===== src/rtl/vga_sync_decoder_pkg.sv =====
// Shared XGA (1024x768 @ 60 Hz) timing constants for the timing generator and the
// sync decoder, plus the decoder's state type and counter helpers.
package vga_sync_decoder_pkg;

    localparam int CNT_W = 11;

    // Horizontal timing in pixels: active, front porch 24, sync 136, back porch 160
    localparam int XGA_H_TOTAL      = 1344;
    localparam int XGA_H_ACTIVE     = 1024;
    localparam int XGA_H_SYNC_START = 1048;
    localparam int XGA_H_SYNC_END   = 1184;

    // Vertical timing in lines: active, front porch 3, sync 6, back porch 29
    localparam int XGA_V_TOTAL      = 806;
    localparam int XGA_V_ACTIVE     = 768;
    localparam int XGA_V_SYNC_START = 771;
    localparam int XGA_V_SYNC_END   = 777;

    typedef logic [CNT_W-1:0] count_t;

    typedef enum logic [1:0] {
        ST_SEARCH,
        ST_ACQUIRE,
        ST_LOCKED
    } sync_state_t;

    function automatic count_t wrap_inc(input count_t val, input count_t last);
        return (val == last) ? '0 : val + count_t'(1);
    endfunction

endpackage


===== src/rtl/vga_sync_decoder_sync_edge_detect.sv =====
// Registers one received sync line and flags the sample where it first becomes
// active (inactive -> POL) relative to the previous registered sample.
module sync_edge_detect #(
    parameter logic POL = 1'b0
) (
    input  logic pclk,
    input  logic rst,
    input  logic sync_in,
    output logic lead_edge
);

    logic sync_reg;
    logic sync_prev;

    always_ff @(posedge pclk) begin
        if (rst) begin
            sync_reg  <= ~POL;
            sync_prev <= ~POL;
        end else begin
            sync_reg  <= sync_in;
            sync_prev <= sync_reg;
        end
    end

    assign lead_edge = (sync_reg == POL) && (sync_prev != POL);

endmodule


===== src/rtl/vga_sync_decoder.sv =====
// Recovers pixel position from received H/V sync, locks after a run of clean frames,
// and re-emits the pixel stream with data-enable and blanking two cycles later.
module vga_sync_decoder
    import vga_sync_decoder_pkg::*;
#(
    parameter int   H_TOTAL      = XGA_H_TOTAL,
    parameter int   H_ACTIVE     = XGA_H_ACTIVE,
    parameter int   H_SYNC_START = XGA_H_SYNC_START,
    parameter int   V_TOTAL      = XGA_V_TOTAL,
    parameter int   V_ACTIVE     = XGA_V_ACTIVE,
    parameter int   V_SYNC_START = XGA_V_SYNC_START,
    parameter logic SYNC_POL     = 1'b0,
    parameter int   LOCK_FRAMES  = 2
) (
    input  logic        pclk,
    input  logic        rst,
    input  logic        hsync_in,
    input  logic        vsync_in,
    input  logic [11:0] rgb_in,
    output logic [10:0] hcount_out,
    output logic [10:0] vcount_out,
    output logic        de_out,
    output logic [11:0] rgb_out,
    output logic        locked,
    output logic        frame_start,
    output logic        sync_err
);

    localparam int     GOOD_W  = $clog2(LOCK_FRAMES + 1);
    localparam count_t H_LAST  = count_t'(H_TOTAL - 1);
    localparam count_t V_LAST  = count_t'(V_TOTAL - 1);
    localparam count_t H_SS    = count_t'(H_SYNC_START);
    localparam count_t V_SS    = count_t'(V_SYNC_START);
    localparam count_t H_ACT   = count_t'(H_ACTIVE);
    localparam count_t V_ACT   = count_t'(V_ACTIVE);

    logic [11:0]       rgb_reg;
    logic              h_edge;
    logic              v_edge;

    count_t            h;
    count_t            v;
    count_t            h_pred;
    count_t            v_pred;
    count_t            h_next;
    count_t            v_next;
    logic              h_wrap;
    logic              v_seen;
    logic              v_seen_next;
    logic              h_mis;
    logic              v_mis;
    logic              mismatch;

    sync_state_t       state;
    sync_state_t       state_next;
    logic [GOOD_W-1:0] good_cnt;
    logic [GOOD_W-1:0] good_next;
    logic [GOOD_W-1:0] good_inc;
    logic              err_next;
    logic              locked_next;
    logic              de_next;

    sync_edge_detect #(.POL(SYNC_POL)) u_hsync_edge (
        .pclk      (pclk),
        .rst       (rst),
        .sync_in   (hsync_in),
        .lead_edge (h_edge)
    );

    sync_edge_detect #(.POL(SYNC_POL)) u_vsync_edge (
        .pclk      (pclk),
        .rst       (rst),
        .sync_in   (vsync_in),
        .lead_edge (v_edge)
    );

    always_ff @(posedge pclk) begin
        if (rst) begin
            rgb_reg <= '0;
        end else begin
            rgb_reg <= rgb_in;
        end
    end

    // Free-running prediction, overridden by sync edges; a sync that disagrees with
    // the prediction (early, late or missing) counts as a mismatch.
    always_comb begin
        h_wrap      = (h == H_LAST);
        h_pred      = wrap_inc(h, H_LAST);
        v_pred      = h_wrap ? wrap_inc(v, V_LAST) : v;
        h_next      = h_edge ? H_SS : h_pred;
        v_next      = v_edge ? V_SS : v_pred;
        h_mis       = (h_edge && (h_pred != H_SS)) || (!h_edge && (h_pred == H_SS));
        v_mis       = (v_edge && (v_pred != V_SS)) || (h_wrap && (v == V_SS) && !v_seen);
        mismatch    = h_mis || v_mis;
        v_seen_next = h_wrap ? v_edge : (v_seen || v_edge);
    end

    always_comb begin
        state_next = state;
        good_next  = good_cnt;
        good_inc   = good_cnt + GOOD_W'(1);
        err_next   = 1'b0;
        case (state)
            ST_SEARCH: begin
                if (v_edge) begin
                    state_next = ST_ACQUIRE;
                    good_next  = '0;
                end
            end
            ST_ACQUIRE: begin
                // A mismatch on the same sample as a vsync edge wins over the count
                if (mismatch) begin
                    state_next = ST_SEARCH;
                    err_next   = 1'b1;
                end else if (v_edge) begin
                    good_next = good_inc;
                    if (good_inc == GOOD_W'(LOCK_FRAMES)) begin
                        state_next = ST_LOCKED;
                    end
                end
            end
            ST_LOCKED: begin
                if (mismatch) begin
                    state_next = ST_SEARCH;
                    err_next   = 1'b1;
                end
            end
            default: begin
                state_next = ST_SEARCH;
                good_next  = '0;
            end
        endcase
        locked_next = (state_next == ST_LOCKED);
        de_next     = locked_next && (h_next < H_ACT) && (v_next < V_ACT);
    end

    always_ff @(posedge pclk) begin
        if (rst) begin
            state       <= ST_SEARCH;
            good_cnt    <= '0;
            h           <= '0;
            v           <= '0;
            v_seen      <= 1'b0;
            locked      <= 1'b0;
            de_out      <= 1'b0;
            rgb_out     <= '0;
            frame_start <= 1'b0;
            sync_err    <= 1'b0;
        end else begin
            state       <= state_next;
            good_cnt    <= good_next;
            h           <= h_next;
            v           <= v_next;
            v_seen      <= v_seen_next;
            locked      <= locked_next;
            de_out      <= de_next;
            rgb_out     <= de_next ? rgb_reg : 12'h000;
            frame_start <= locked_next && (h_next == '0) && (v_next == '0);
            sync_err    <= err_next;
        end
    end

    assign hcount_out = h;
    assign vcount_out = v;

endmodule

===== config.mk =====
export PLATFORM = sky130hd
export DESIGN_NAME = vga_sync_decoder
export DESIGN_NICKNAME = d
export VERILOG_FILES = /design/src/rtl/vga_sync_decoder_pkg.sv /design/src/rtl/vga_sync_decoder_sync_edge_detect.sv /design/src/rtl/vga_sync_decoder.sv
export SDC_FILE = /design/constraint.sdc
export NUM_CORES = 1
export LEC_CHECK = 0
export BUFFER_PORTS_ARGS = -buffer_cell sky130_fd_sc_hd__buf_2
export CAP_MARGIN = 20
export CORE_MARGIN = 5
export CORE_UTILIZATION = 50
export DETAILED_ROUTE_END_ITERATION = 10
export GPL_TIMING_DRIVEN = 0
export PLACE_DENSITY = 0.8
export SLEW_MARGIN = 20
export SYNTH_ARGS = -nofsm -noshare
export SYNTH_HDL_FRONTEND = slang
export SYNTH_SLANG_ARGS = --single-unit

===== constraint.sdc =====
create_clock -name pclk -period 2.8 [get_ports pclk]
set_input_delay 0.14 -clock pclk [delete_from_list [all_inputs] [get_ports pclk]]
set_output_delay 0.14 -clock pclk [all_outputs]
set_load 0.1 [all_outputs]

; ---- Word-level counts from Yosys, hierarchy flattened
; Cells that the tools add are included.
[word_totals]
register_bits = 59
in_bits = 16
output_inout_bits = 38
wordCells = 79
[op_classes]
addsub = 3
order_cmp = 2
eq_ne = 13
n_mux = 17
bitwise = 5
reduce_logical = 24
[ops]
columns = cell, n
row1 = $mux 11, 5
row2 = $add 11x1->11 const B, 2
row3 = $eq 11x10->1 const B, 2
row4 = $eq 11x11->1 const B, 2
row5 = $logic_not 11->1, 2
row6 = $mux 2, 8
row7 = $pmux 2 s3, 2
row8 = $logic_and 1x1->1, 11
row9 = $lt 11x10->1 const B, 1
row10 = $lt 11x11->1 const B, 1
row11 = $ne 11x10->1 const B, 1
row12 = $ne 11x11->1 const B, 1
row13 = $eq 2x2->1 const B, 3
row14 = $ne 2x2->1 const B, 3
row15 = $reduce_or 2->1, 3
row16 = $not 1->1, 5
row17 = $logic_or 1x1->1, 4
row18 = $reduce_and 4->1, 1
row19 = $add 2x1->2 const B, 1
row20 = $eq 2x1->1 const B, 1
row21 = $logic_not 1->1, 2
row22 = $logic_not 2->1, 1
row23 = $mux 1, 2

; ---- Depth between registers and ports, before layout
[depth]
depth_word = 14
depth_mapped = 12
ltp_nobuf = 10

; ---- Modules after synthesis
; A second synthesis with hierarchy kept.
[hier_totals]
cells_unflattened = 343
area_unflattened_um2 = 3040.4
[modules_own_cells]
columns = mod, n_inst, cells_per_inst, area_each_um2
row1 = vga_sync_decoder, 1, 333, 2917.8
row2 = sync_edge_detect, 2, 5, 61.3

; ---- Worst setup path after synthesis
; Ideal clock, no wire load.
[synth_path]
path_type = reg-to-reg
start = register h[0] (netlist: hcount_out[0])
end = register rgb_out[1]
t_arrival_ps = 3514
required_ps = 2675
setup_slack_ps = -840
stages_incl_launch_ff = 12
path_cell_list = dfxtp_1 > ha_1 > and4_1 > buf_4 > nand4_1 > or3_1 > o31ai_2 > nand3_1 > o21a_1 > o41ai_4 > buf_6 > nor3_1
[synth_via]
elab_chain_cells = 13
elab_cells_between_ends = 27
cone_classes = 1 x add/sub / 2 x order compare / 5 x eq/ne / 7 x mux / 1 x bitwise / 11 x reduce/logical
[synth_rtl]
columns = element, line
row1 = from (decl), vga_sync_decoder.sv:41  ; count_t h;
row2 = from (signal assigned), vga_sync_decoder.sv:153  ; h <= h_next;
row3 = $add 11x1->11 or $eq 11x11->1 (tied branches), "vga_sync_decoder_pkg.sv:28, vga_sync_decoder.sv:88"
row4 = $mux 11 (on tied branches), "vga_sync_decoder_pkg.sv:28, vga_sync_decoder.sv:90"
row5 = "$ne 11x11->1, or another cell as far along", vga_sync_decoder.sv:93  ; h_mis = (h_edge && (h_pred != H_SS)) || (!h_edge && (h_pred == H_SS));
row6 = $logic_and 1x1->1 (on tied branches), "vga_sync_decoder.sv:93, vga_sync_decoder.sv:94"
row7 = $logic_or 1x1->1 (on tied branches), "vga_sync_decoder.sv:93, vga_sync_decoder.sv:94"
row8 = $logic_or 1x1->1, vga_sync_decoder.sv:95  ; mismatch = h_mis || v_mis;
row9 = $mux 2 (on tied branches), "vga_sync_decoder.sv:124, vga_sync_decoder.sv:113"
row10 = $pmux 2 s3, vga_sync_decoder.sv:104  ; case (state)
row11 = $eq 2x2->1, vga_sync_decoder.sv:134  ; locked_next = (state_next == ST_LOCKED);
row12 = $logic_and 1x1->1, vga_sync_decoder.sv:135  ; de_next = locked_next && (h_next < H_ACT) && (v_next < V_ACT);
row13 = $logic_and 1x1->1 *, vga_sync_decoder.sv:135
row14 = $not 1->1 (no source line) *, n/a
row15 = $reduce_or 2->1 (no source line) *, n/a
row16 = to (signal assigned), vga_sync_decoder.sv:158  ; rgb_out <= de_next ? rgb_reg : 12'h000;
row17 = to (decl), vga_sync_decoder.sv:23  ; output logic [11:0] rgb_out,
; Every way passes the cells marked *; elsewhere a longest branch is shown, timed or not.
; A chain may end at the register's enable or synchronous reset.

; ---- Worst setup path after layout
[layout_path]
start = register h[0] (netlist: hcount_out[0])
end = register rgb_out[9]
; The elaborated chain is that of the path after synthesis.

==> flow_summary.toml <==
[outcome]
outcome = "finished, violations left"
failed_checks = "negative hold slack, negative setup slack"

[worst_setup_path]
critical_path_class = "reg -> reg"
arrival_ps = 3120
worstPathCellList = "ha_4, or4b_4, o21ai_2, o311ai_2, nor4_2, mux2i_2, or3_1, o21a_4, buf_12, nor3_2"
cp_num_cells = 10
rr_startpoint = "hcount_out[0]"
cp_top_family = "simple AND/OR/NAND/NOR gates"
r2r_slack_ps = -40
end_kind = "flip-flop"
timing.critical_path.required_ps = 3080
max_stage_delay_ps = 480
crit_buf_inv = 1
crit_slowest_cell = "or4b_4"
crit_path_start_kind = "flip-flop"
r2r_end = "rgb_out[9]"
reg2reg_depth = 10
crit_end = "rgb_out[9]"
cp_max_fo = 10
crit_start = "hcount_out[0]"

[route]
drc = 0
routed_wirelength_um = 7750
drtIter0Drc = 331
vias = 2837
dr.pass1.iters = 4
vias_per_cell = 5.63
antenna_left = 0
wl_per_cell_um = 15.4

[sta]
final_max_slew_viol_count = 0
worst_slew_pin_slew_ps = 500
period_share_pct = 101
setup_viol = 14
max_slew_margin_pct = 66.9
fin_ws_ps = -38.7
fin_tns_setup_ps = -327
fmax_mhz = 352
rsz0062_at_grt = "yes"
fin_skew_ps = 12.3
fin_crit_ps = 2840
fin_hold_ws_ps = -3.01
finalHoldViolations = 1

[power]
vdd_drop_max_v = 0.000441
p_leak_uw = 0.00158
p_total_uw = 1980
power_density_nw_per_um2 = 507

[grt]
overflow = 0
grt_use_total_pct = 20.9
grt_max_degree = 14
grt_pass1_vias = 2651
grt_util_met2_pct = 35.2
met3_usage_pct = 4.66
grt_pass1_wl_um = 12300
grt.busiest_layer = "met2"
antenna_found_initial = 0
grt_use_met1_pct = 25.4

[finish]
drive_gt1_share_pct = 38.4
post-route-cell-area_um2 = 3910
final_core_util_pct = 70.1
fillers = 392
areaGrowthSynthToFinish_pct = 34.2
fin_cells = 504
nets = 451
diodes = 0

[die]
die-area_um2 = 7450
start_util_pct = 52.2
die_y_um = 86.3
core_um2 = 5570
rows = 27
io_pins = 54
die_x_um = 86.3

[synthesis]
yosys.area.top_type = "dfxtp_1"
yosysMostFrequentCell = "dfxtp_1"
yosys_warnings = 0
ys_top_cells_by_area = "dfxtp_1, nand2_1, nor2_1, ha_1, xnor2_1"
synth_seq_cells = 59
synthTopCellsByCount = "dfxtp_1, nand2_1, nor2_1"
synth_area_um2 = 2910
ys.flop_type = "dfxtp_1"
async_flop_share_pct = 0
syn_nets = 357
syn_inst = 333
syn_area_per_cell_um2 = 8.74
synthDistinctLibCells = 58
ys_seq_area_share_pct = 40.6
synth-edff-count = 0
netlist.area_leader.share_pct = 40.6

[clock_tree]
cts_tree = "yes"
clkSlewWorstSetupHoldPaths_ps = 70
htree_num_levels = 3
cts_buffer_depth = 2
cts_buffers = 9
clock_latency_ps = 360
clock-root-buffer = "clkbuf_8"
clock-sinks = 59

[placed_design]
placedCellCount = 458
post_dp_cell_area_um2 = 3350
place_congestion = 0.879
dp_hpwl_um = 4900
port_buffers = 53

[hold_path]
hp-class = "in -> reg"

[job]
maxCapViolations = 0
-- power breakdown --
group          total (uW)  switching (uW)  leakage, uW  internal (uW)
combinational         283             182     0.000983            101
clock                 819             392     0.000103            427
sequential            879            21.0     0.000495            858
total                1980             595      0.00158           1390
-- per-stage QoR --
| step | hold WS (ps) | setup slack, ps |
|---|---|---|
| after floorplan | 244 | -7.46 |
| after global placement | 322 | -187 |
| after detailed placement | 325 | -263 |
| after CTS | 0.145 | -3.94 |
| after global routing | 7.27 | -132 |
| final | -3.01 | -38.7 |
-- layout by cell type, fill, tap and decap left out, drive strengths merged, types with 6 or more instances in the layout --
cell type / n
a21oi: 15
buf: 87
clkbuf: 15
dfxtp: 59
dlygate4sd3: 8
ha: 8
inv: 15
nand2: 33
nand2b: 6
nand3: 13
nand4: 9
nor2: 33
nor2b: 15
nor3: 21
o21ai: 9
or3: 8
xnor2: 11
-- cell families after synthesis --
family          after synthesis  share of synthesized area, %
simple gates                172                          33.9
xor+xnor                     16                          4.81
flops                        59                          40.6
compound gates               46                          11.1
mux                           3                          1.03
fa+ha+maj                     8                          3.44
buf+inv                      29                          5.07
-- how the worst min path moves through the flow --
stage	startpoint	endpoint	slack, ps	cells after the start
after global placement	vsync_in	u_vsync_edge.sync_reg	320	2
after CTS	rgb_in[8]	rgb_reg[8]	0.1	2
after floorplan	hsync_in	u_hsync_edge.sync_reg	240	1
after global routing	rgb_in[3]	rgb_reg[3]	7	2
final	rgb_in[7]	rgb_reg[7]	-3	2
after detailed placement	vsync_in	u_vsync_edge.sync_reg	320	2
-- layer usage --
metal	wire length, um	share of wire [%]
met1	3180	41
met2	3840	50
met3	561	7.2
met4	174	2.2
met5	0	0
-- area by class of cell --
type	count	area, um^2	area share [%]
multi-input combinational	245	1680	43.1
clock inverter	7	83.8	2.15
tap	72	90.1	2.31
sequential	59	1240	31.6
buffer	15	116	2.98
inverter	11	41.3	1.06
timing repair buffer	86	533	13.6
clock buffer	9	124	3.17
-- timing repair --
item,CTS,global route
gates resized for setup,10,18
endpoints found under the hold margin,8,0
cloned,1,0
pin swaps,17,14
buffers inserted,16,8
setup endpoints to repair,13,18
hold buffers,8,0
Power figures use the tool's default switching activity.
